File: src/rtl/bl_mask_burst.sv
// Burst bitline-mask generator: accepts a (column, word-width, length) request and
// streams one registered bitline mask per beat, stepping and wrapping within the row.
module bl_mask_burst #(
    parameter int ROW_BITS = 32,
    parameter int ADDR_W   = 5,
    parameter int CONF_W   = 3,
    parameter int LEN_W    = 4
) (
    input  logic                clk,
    input  logic                rst,
    input  logic                req_valid,
    output logic                req_ready,
    input  logic [ADDR_W-1:0]   req_addr,
    input  logic [CONF_W-1:0]   req_conf,
    input  logic [LEN_W-1:0]    req_len,
    output logic                mask_valid,
    input  logic                mask_ready,
    output logic [ROW_BITS-1:0] mask,
    output logic [ADDR_W-1:0]   mask_addr,
    output logic                mask_last,
    output logic                mask_wrap,
    output logic                mask_clamped
);

    // Handshakes: a transfer happens on a rising clk edge where valid & ready are both 1;
    // a valid source holds its payload stable until that edge.

    typedef enum logic [0:0] {
        IDLE  = 1'b0,
        BURST = 1'b1
    } state_t;

    state_t              state_q, state_d;
    logic [ADDR_W-1:0]   addr_q, addr_d;
    logic [CONF_W-1:0]   conf_q, conf_d;
    logic [LEN_W-1:0]    cnt_q, cnt_d;
    logic [ROW_BITS-1:0] mask_q, mask_d;
    logic                wrap_q, wrap_d;
    logic                clamped_q, clamped_d;

    logic                req_clamp;
    logic [CONF_W-1:0]   eff_conf;
    logic [ADDR_W-1:0]   base_addr;
    logic                accept;
    logic                beat_fire;
    logic                last_fire;
    logic [ADDR_W:0]     step;
    logic [ADDR_W:0]     sum;

    // Bits [a, a + 2^c) set; the caller guarantees a is aligned so the group fits the row.
    function automatic logic [ROW_BITS-1:0] build_mask(input logic [ADDR_W-1:0] a,
                                                       input logic [CONF_W-1:0] c);
        logic [ROW_BITS-1:0] m;
        int lo;
        int hi;
        lo = int'(a);
        hi = lo + (1 << int'(c));
        for (int i = 0; i < ROW_BITS; i++) begin
            m[i] = (i >= lo) && (i < hi);
        end
        return m;
    endfunction

    function automatic logic [ADDR_W-1:0] align(input logic [ADDR_W-1:0] a,
                                                input logic [CONF_W-1:0] c);
        logic [ADDR_W-1:0] r;
        for (int i = 0; i < ADDR_W; i++) begin
            r[i] = (i >= int'(c)) ? a[i] : 1'b0;
        end
        return r;
    endfunction

    assign req_clamp = int'(req_conf) > ADDR_W;
    assign eff_conf  = req_clamp ? CONF_W'(ADDR_W) : req_conf;
    assign base_addr = align(req_addr, eff_conf);

    assign mask_valid   = (state_q == BURST);
    assign mask_last    = (state_q == BURST) && (cnt_q == '0);
    assign mask         = mask_q;
    assign mask_addr    = addr_q;
    assign mask_wrap    = wrap_q;
    assign mask_clamped = clamped_q;

    assign beat_fire = mask_valid && mask_ready;
    assign last_fire = beat_fire && mask_last;

    // Opening the request port on the final handshake gives back-to-back bursts no bubble.
    assign req_ready = !rst && ((state_q == IDLE) || last_fire);
    assign accept    = req_valid && req_ready;

    // The carry out of the address add is exactly the wrap indication.
    assign step = (ADDR_W+1)'(1) << conf_q;
    assign sum  = {1'b0, addr_q} + step;

    always_comb begin
        state_d   = state_q;
        addr_d    = addr_q;
        conf_d    = conf_q;
        cnt_d     = cnt_q;
        mask_d    = mask_q;
        wrap_d    = wrap_q;
        clamped_d = clamped_q;
        if (accept) begin
            state_d   = BURST;
            addr_d    = base_addr;
            conf_d    = eff_conf;
            cnt_d     = req_len;
            mask_d    = build_mask(base_addr, eff_conf);
            wrap_d    = 1'b0;
            clamped_d = req_clamp;
        end else if (last_fire) begin
            state_d   = IDLE;
            addr_d    = '0;
            conf_d    = '0;
            cnt_d     = '0;
            mask_d    = '0;
            wrap_d    = 1'b0;
            clamped_d = 1'b0;
        end else if (beat_fire) begin
            addr_d = sum[ADDR_W-1:0];
            cnt_d  = cnt_q - 1'b1;
            mask_d = build_mask(sum[ADDR_W-1:0], conf_q);
            wrap_d = sum[ADDR_W];
        end
    end

    always_ff @(posedge clk) begin
        if (rst) begin
            state_q   <= IDLE;
            addr_q    <= '0;
            conf_q    <= '0;
            cnt_q     <= '0;
            mask_q    <= '0;
            wrap_q    <= 1'b0;
            clamped_q <= 1'b0;
        end else begin
            state_q   <= state_d;
            addr_q    <= addr_d;
            conf_q    <= conf_d;
            cnt_q     <= cnt_d;
            mask_q    <= mask_d;
            wrap_q    <= wrap_d;
            clamped_q <= clamped_d;
        end
    end

endmodule

File: config.mk
export PLATFORM = sky130hd
export DESIGN_NAME = bl_mask_burst
export DESIGN_NICKNAME = d
export VERILOG_FILES = /design/src/rtl/bl_mask_burst.sv
export SDC_FILE = /design/constraint.sdc
export NUM_CORES = 1
export LEC_CHECK = 0
export CAP_MARGIN = 20
export CORE_ASPECT_RATIO = 0.9
export CORE_MARGIN = 3
export CORE_UTILIZATION = 47
export CTS_CLUSTER_DIAMETER = 50
export DETAILED_ROUTE_END_ITERATION = 8
export PLACE_DENSITY = 0.7
export SLEW_MARGIN = 20
export SYNTH_ARGS = -nofsm -noshare
export SYNTH_HDL_FRONTEND = slang
export SYNTH_SLANG_ARGS = --single-unit
File: constraint.sdc
create_clock -name clk -period 5.5 [get_ports clk]
set_input_delay 0.55 -clock clk [delete_from_list [all_inputs] [get_ports clk]]
set_output_delay 0.55 -clock clk [all_outputs]
set_load 0.02 [all_outputs]
* Word level (Yosys, flattened, before mapping)
Index checks and enable logic that the tools add are counted.
** Word-level totals
- Register bits after elaboration :: 47
- Bits in latches :: 0
- Bits in writable memories :: 0
- ROM bits :: 0
- Bits of input ports :: 16
- Output and inout port bits :: 42
- Memories :: 0
** Operators by class
- Add/subtract/negate cells :: 4
- Multiply operators :: 0
- Div/mod/pow operators :: 0
- Magnitude comparators :: 132
- Eq/ne operators :: 0
- Shift operators :: 3
- Mux-type cells :: 20
- Bitwise operators :: 1
- Reductions and logical operators :: 73
** Operators by type and width (count)
- less-than comparator 6 x 32 -> 1 bit (first input constant) :: 32
- less-than comparator 5 x 32 -> 1 bit (first input constant) :: 16
- less-than comparator 4 x 32 -> 1 bit (first input constant) :: 8
- >= comparator 5 bit (first input constant) :: 30
- less-than comparator 3 x 32 -> 1 bit (first input constant) :: 4
- 2-to-1 mux 32 bit :: 3
- >= comparator 4 x 5 -> 1 bit (first input constant) :: 16
- logical AND 1 bit :: 67
- adder 6 x 32 -> 32 bit :: 2
- less-than comparator 1 x 32 -> 1 bit (first input constant) :: 2
- less-than comparator 2 x 32 -> 1 bit (first input constant) :: 2
- << shifter 1 x 3 -> 32 bit (first input constant) :: 2
- >= comparator 3 x 5 -> 1 bit (first input constant) :: 8
- >= comparator 1 x 5 -> 1 bit (first input constant) :: 4
- >= comparator 2 x 5 -> 1 bit (first input constant) :: 4
- 2-to-1 mux 5 bit :: 3
- 2-to-1 mux 4 bit :: 3
- 2-to-1 mux 3 bit :: 3
- 2-to-1 mux 1 bit :: 8
- adder 5 x 6 -> 6 bit :: 1
- >= comparator 1 x 3 -> 1 bit (first input constant) :: 2
- >= comparator 2 x 3 -> 1 bit (first input constant) :: 2
- << shifter 1 x 3 -> 6 bit (first input constant) :: 1
- zero test 4 bit :: 1
- 9 further kinds :: 9

* Depth between registers and ports, before layout
- Word-level depth :: 8
- Gate-level depth with buffers :: 21

* Worst setup path after synthesis
Ideal clock, no wire load.
- Path type :: flip-flop to flip-flop
- Start :: register conf_q[2]
- End :: register mask_q[23] (netlist: mask[23])
- Library setup time :: 0.142 ns
- Arrival :: 4.446 ns
- Slack :: 0.912 ns
- Cell stages (with the launch flop) :: 22
- Path buffers :: 6
- Period minus slack after synthesis :: 4.588 ns
- Cell sequence :: dfxtp_1 -> buf_2 -> clkbuf_1 -> nor3_1 -> ha_1 -> ha_1 -> buf_4 -> nand2_1 -> and4b_1 -> a2111oi_2 -> o211ai_2 -> clkbuf_1 -> ha_1 -> clkbuf_1 -> and2_1 -> a221oi_1 -> o31ai_1 -> a211oi_4 -> nand2_2 -> buf_2 -> o211ai_1 -> a311oi_1
** Between the ends
- Longest elaborated chain between the ends :: 8
** Ends and longest elaborated chain
- start, declared :: RTL line 35 : logic [CONF_W-1:0] conf_q, conf_d;
- start signal, assigned :: RTL line 139 : conf_q <= conf_d;
- << shifter 1 x 3 -> 6 bit :: RTL line 92 : assign step = (ADDR_W+1)'(1) << conf_q;
- adder 5 x 6 -> 6 bit :: RTL line 93 : assign sum = {1'b0, addr_q} + step;
- adder 6 x 32 -> 32 bit :: RTL line 57 : hi = lo + (1 << int'(c));
- less-than comparator 6 x 32 -> 1 bit :: RTL line 59 : m[i] = (i >= lo) && (i < hi);
- logical AND 1 bit * :: RTL line 59
- 2-to-1 mux 32 bit * :: RTL line 119 : end else if (beat_fire) begin
- 2-to-1 mux 32 bit * :: RTL line 111 : end else if (last_fire) begin
- 2-to-1 mux 32 bit * :: RTL line 103 : if (accept) begin
- end signal, assigned :: RTL line 141 : mask_q <= mask_d;
- end, declared :: RTL line 37 : logic [ROW_BITS-1:0] mask_q, mask_d;
Mark *: on every way between the ends. The rest lies on a longest branch, timed or not. The select of a mux whose other input is x is not followed.
A chain may end at the register's enable or synchronous reset.

* Final worst setup path
- Start :: register conf_q[0]
- End :: register mask_q[29] (netlist: mask[29])
Same word-level chain as after synthesis.

==> metrics.txt <==
Post-Synth Simple-Gate Area 27.3%; Post-synth EDFFs 0; Final WS setup 0.940 ns; fillers 843; min-delay worst type reg2reg; status completed; drt total wl 15600 um; worst setup path start conf_q[0]; Initial DRC Count 531; post-route ant nets 0; Synth async-reset ratio 0%; pre-CTS setup slack 1.03 ns; top post-synthesis cells by count nor2_1, nand2_1, dfxtp_1; maximum VDD drop 150 uV; DRC viols 0; Num CTS Buffers 5; Post-Synth XOR/XNOR Area 2.08%; Row Count 32; largest net degree at the start of global routing 36; syn_area_per_cell 7.32 um^2; post-cts sizing count 0; main area contributors after synthesis dfxtp_1, nor2_1, o21ai_0, nand2_1, a21oi_1; synth unique cells 88; post-synth top area cell dfxtp_1; Tcrit/Tclk final 82.9%; leak pwr 0.00169 uW; Clock Path Buffers 2; crit path max fanout 18; CTS tree done; first-pass GRT wire length 24100 um; Cell Chain, Critical Path or3b_1, xnor2_1, ha_1, nand2_1, and4b_1, a2111oi_2, o211ai_2, ha_1, and2_1, a221oi_1, o31ai_1, a211oi_4, nand2_2, o221ai_1, a31oi_1; synthesized netlist cell count 576; syn nets 605; Max Cap Violations 0; Yosys Warn Count 0; chip width 106 um; hold-fix buffers at CTS 0; total clock sinks 47; Bufs and invs on worst path 0; most common cell in the netlist nor2_1; setup bufs post-CTS 0; final instance area 4930 um^2; Final Max Slew Viols 0; GPL Wtd Cong 0.980; Post-DP HPWL 11800 um; Via-to-Cell Ratio 6.63; CP top delay family compound AO/OA/AOI/OAI gates; clk_lat worst skew 0.31 ns; Final nets 633; setup TNS 0 ns; core area 8650 um^2; mux contribution to synthesized area 0.237%; Post-Syn Area 4220 um^2; PnR Total Power 1290 uW; die area 10200 um^2; worst r2r src conf_q[0]; skew final 0.00906 ns; layout cells sized above 1 8.10%; post-synth top area share 22.3%; vias in the first global route 4387; Vias 4798; Cell Area, Placed 4810 um^2; final setup fails 0; die height 95.9 um; area delta synth->final 16.9%; predominant post-synthesis flop cell dfxtp_1; number of buffers inserted by port buffering 57; min Tclk post-route 4.56 ns; Ant. Diodes 0; worst slew pin tran 1.04 ns; hold path startpoint mask[20]; CP dominant cell by count ha_1; Initial Util 48.8%; initial antenna violation count 0; WL per Instance 21.5 um; CP max stage delay 0.66 ns; crit end category flop; RSZ-0062 raised after global routing false; total track usage 30.0%; Critical Path RT 5.70 ns; Slowest-stage cell, CP dfxtp_1; Seq/Total Area, Yosys 22.3%; Critical Path AT 4.76 ns; 1st-pass router iterations 5; I/O pin count 58; crit start category flop; WS Path Type reg2reg; Max Freq 219 MHz; combinational family with the most area after synthesis compound AO/OA/AOI/OAI gates; compound-cell area share of the yosys netlist 37.0%; GR Overflow Total 0; Adder-Cell Fraction of Synth Area 4.27%; Worst-path clk slew 0.10 ns; Rel. slew slack 30.6%; PwrDens 262 nW/um^2; Root Driver clkbuf_8; #FFs+latches synth 47; H-tree levels 2; hold slack 0.468 ns; final-report hold violation count 0
cell families after synthesis:
family                     after synthesis
and+or+nand+nor                        222
adders and majority gates               14
AOI/OAI and AO/OA                      215
xor gates and xnor gates                10
DFF                                     47
buffers and inverters                   67
muxes                                    1
worst min-delay path, cell delays in order (launching register included):
cell and delay [ns]:
dfxtp_1 0.34, nand2_1 0.05, o311ai_1 0.06
layout make-up:
type | count | area, um^2 | share of cell area, %
Multi-Input combinational cell | 462 | 3000 | 60.8
Sequential cell | 47 | 941 | 19.1
Timing Repair Buffer | 69 | 661 | 13.4
Tap cell | 119 | 149 | 3.02
Inverter | 19 | 71.3 | 1.45
Clock buffer | 5 | 68.8 | 1.40
Clock inverter | 3 | 43.8 | 0.888
routing by layer:
metal  part of all wire, %  track usage, %  up-vias  wire length, um
met5                     0               0        -                0
li1                      -               -     2245                -
met4                   1.6            6.15        0              250
met2                    45            48.8      258             6930
met3                   9.3            5.10       31             1440
met1                    45            42.2     2264             6940
power by group:
group / switching, uW / leakage, uW / internal (uW)
Sequential: 34.6 / 0.000386 / 376
Combinational: 390 / 0.00124 / 220
Clock: 136 / 0.0000581 / 136
cell usage in the layout (no fill, tap or decap), types with 7 or more instances in the layout:
cell type / count
nor2_1: 60
clkdlybuf4s50_1: 57
nand2_1: 53
dfxtp_1: 47
o21ai_0: 44
a21oi_1: 31
nor3_1: 22
nand3_1: 20
inv_1: 17
o211ai_1: 14
a31oi_1: 13
a311oi_1: 12
o221ai_1: 12
ha_1: 12
buf_4: 12
and2_1: 9
xnor2_1: 8
nor2b_1: 7
nand4_1: 7
a21o_1: 7
per-stage QoR:
stage,util (%),cells
CTS,57.0,724
global route,57.0,724
global placement,55.7,716
finish,57.0,724
floorplan,-,576
detailed placement,55.7,716
final timing paths:
check	end	slack (ns)	cells past startpoint
max	mask[29]	0.94	15
min	mask[20]	0.47	2
max reg2reg	mask[29]	0.94	15
min reg2reg	mask[20]	0.47	2
registers in the layout, indices dropped and copies added (netlist names):
signal / flops
mask: 32
mask_addr: 5
cnt_q: 4
conf_q: 3
mask_clamped: 1
mask_valid: 1
mask_wrap: 1
Power figures use the tool's default switching activity.
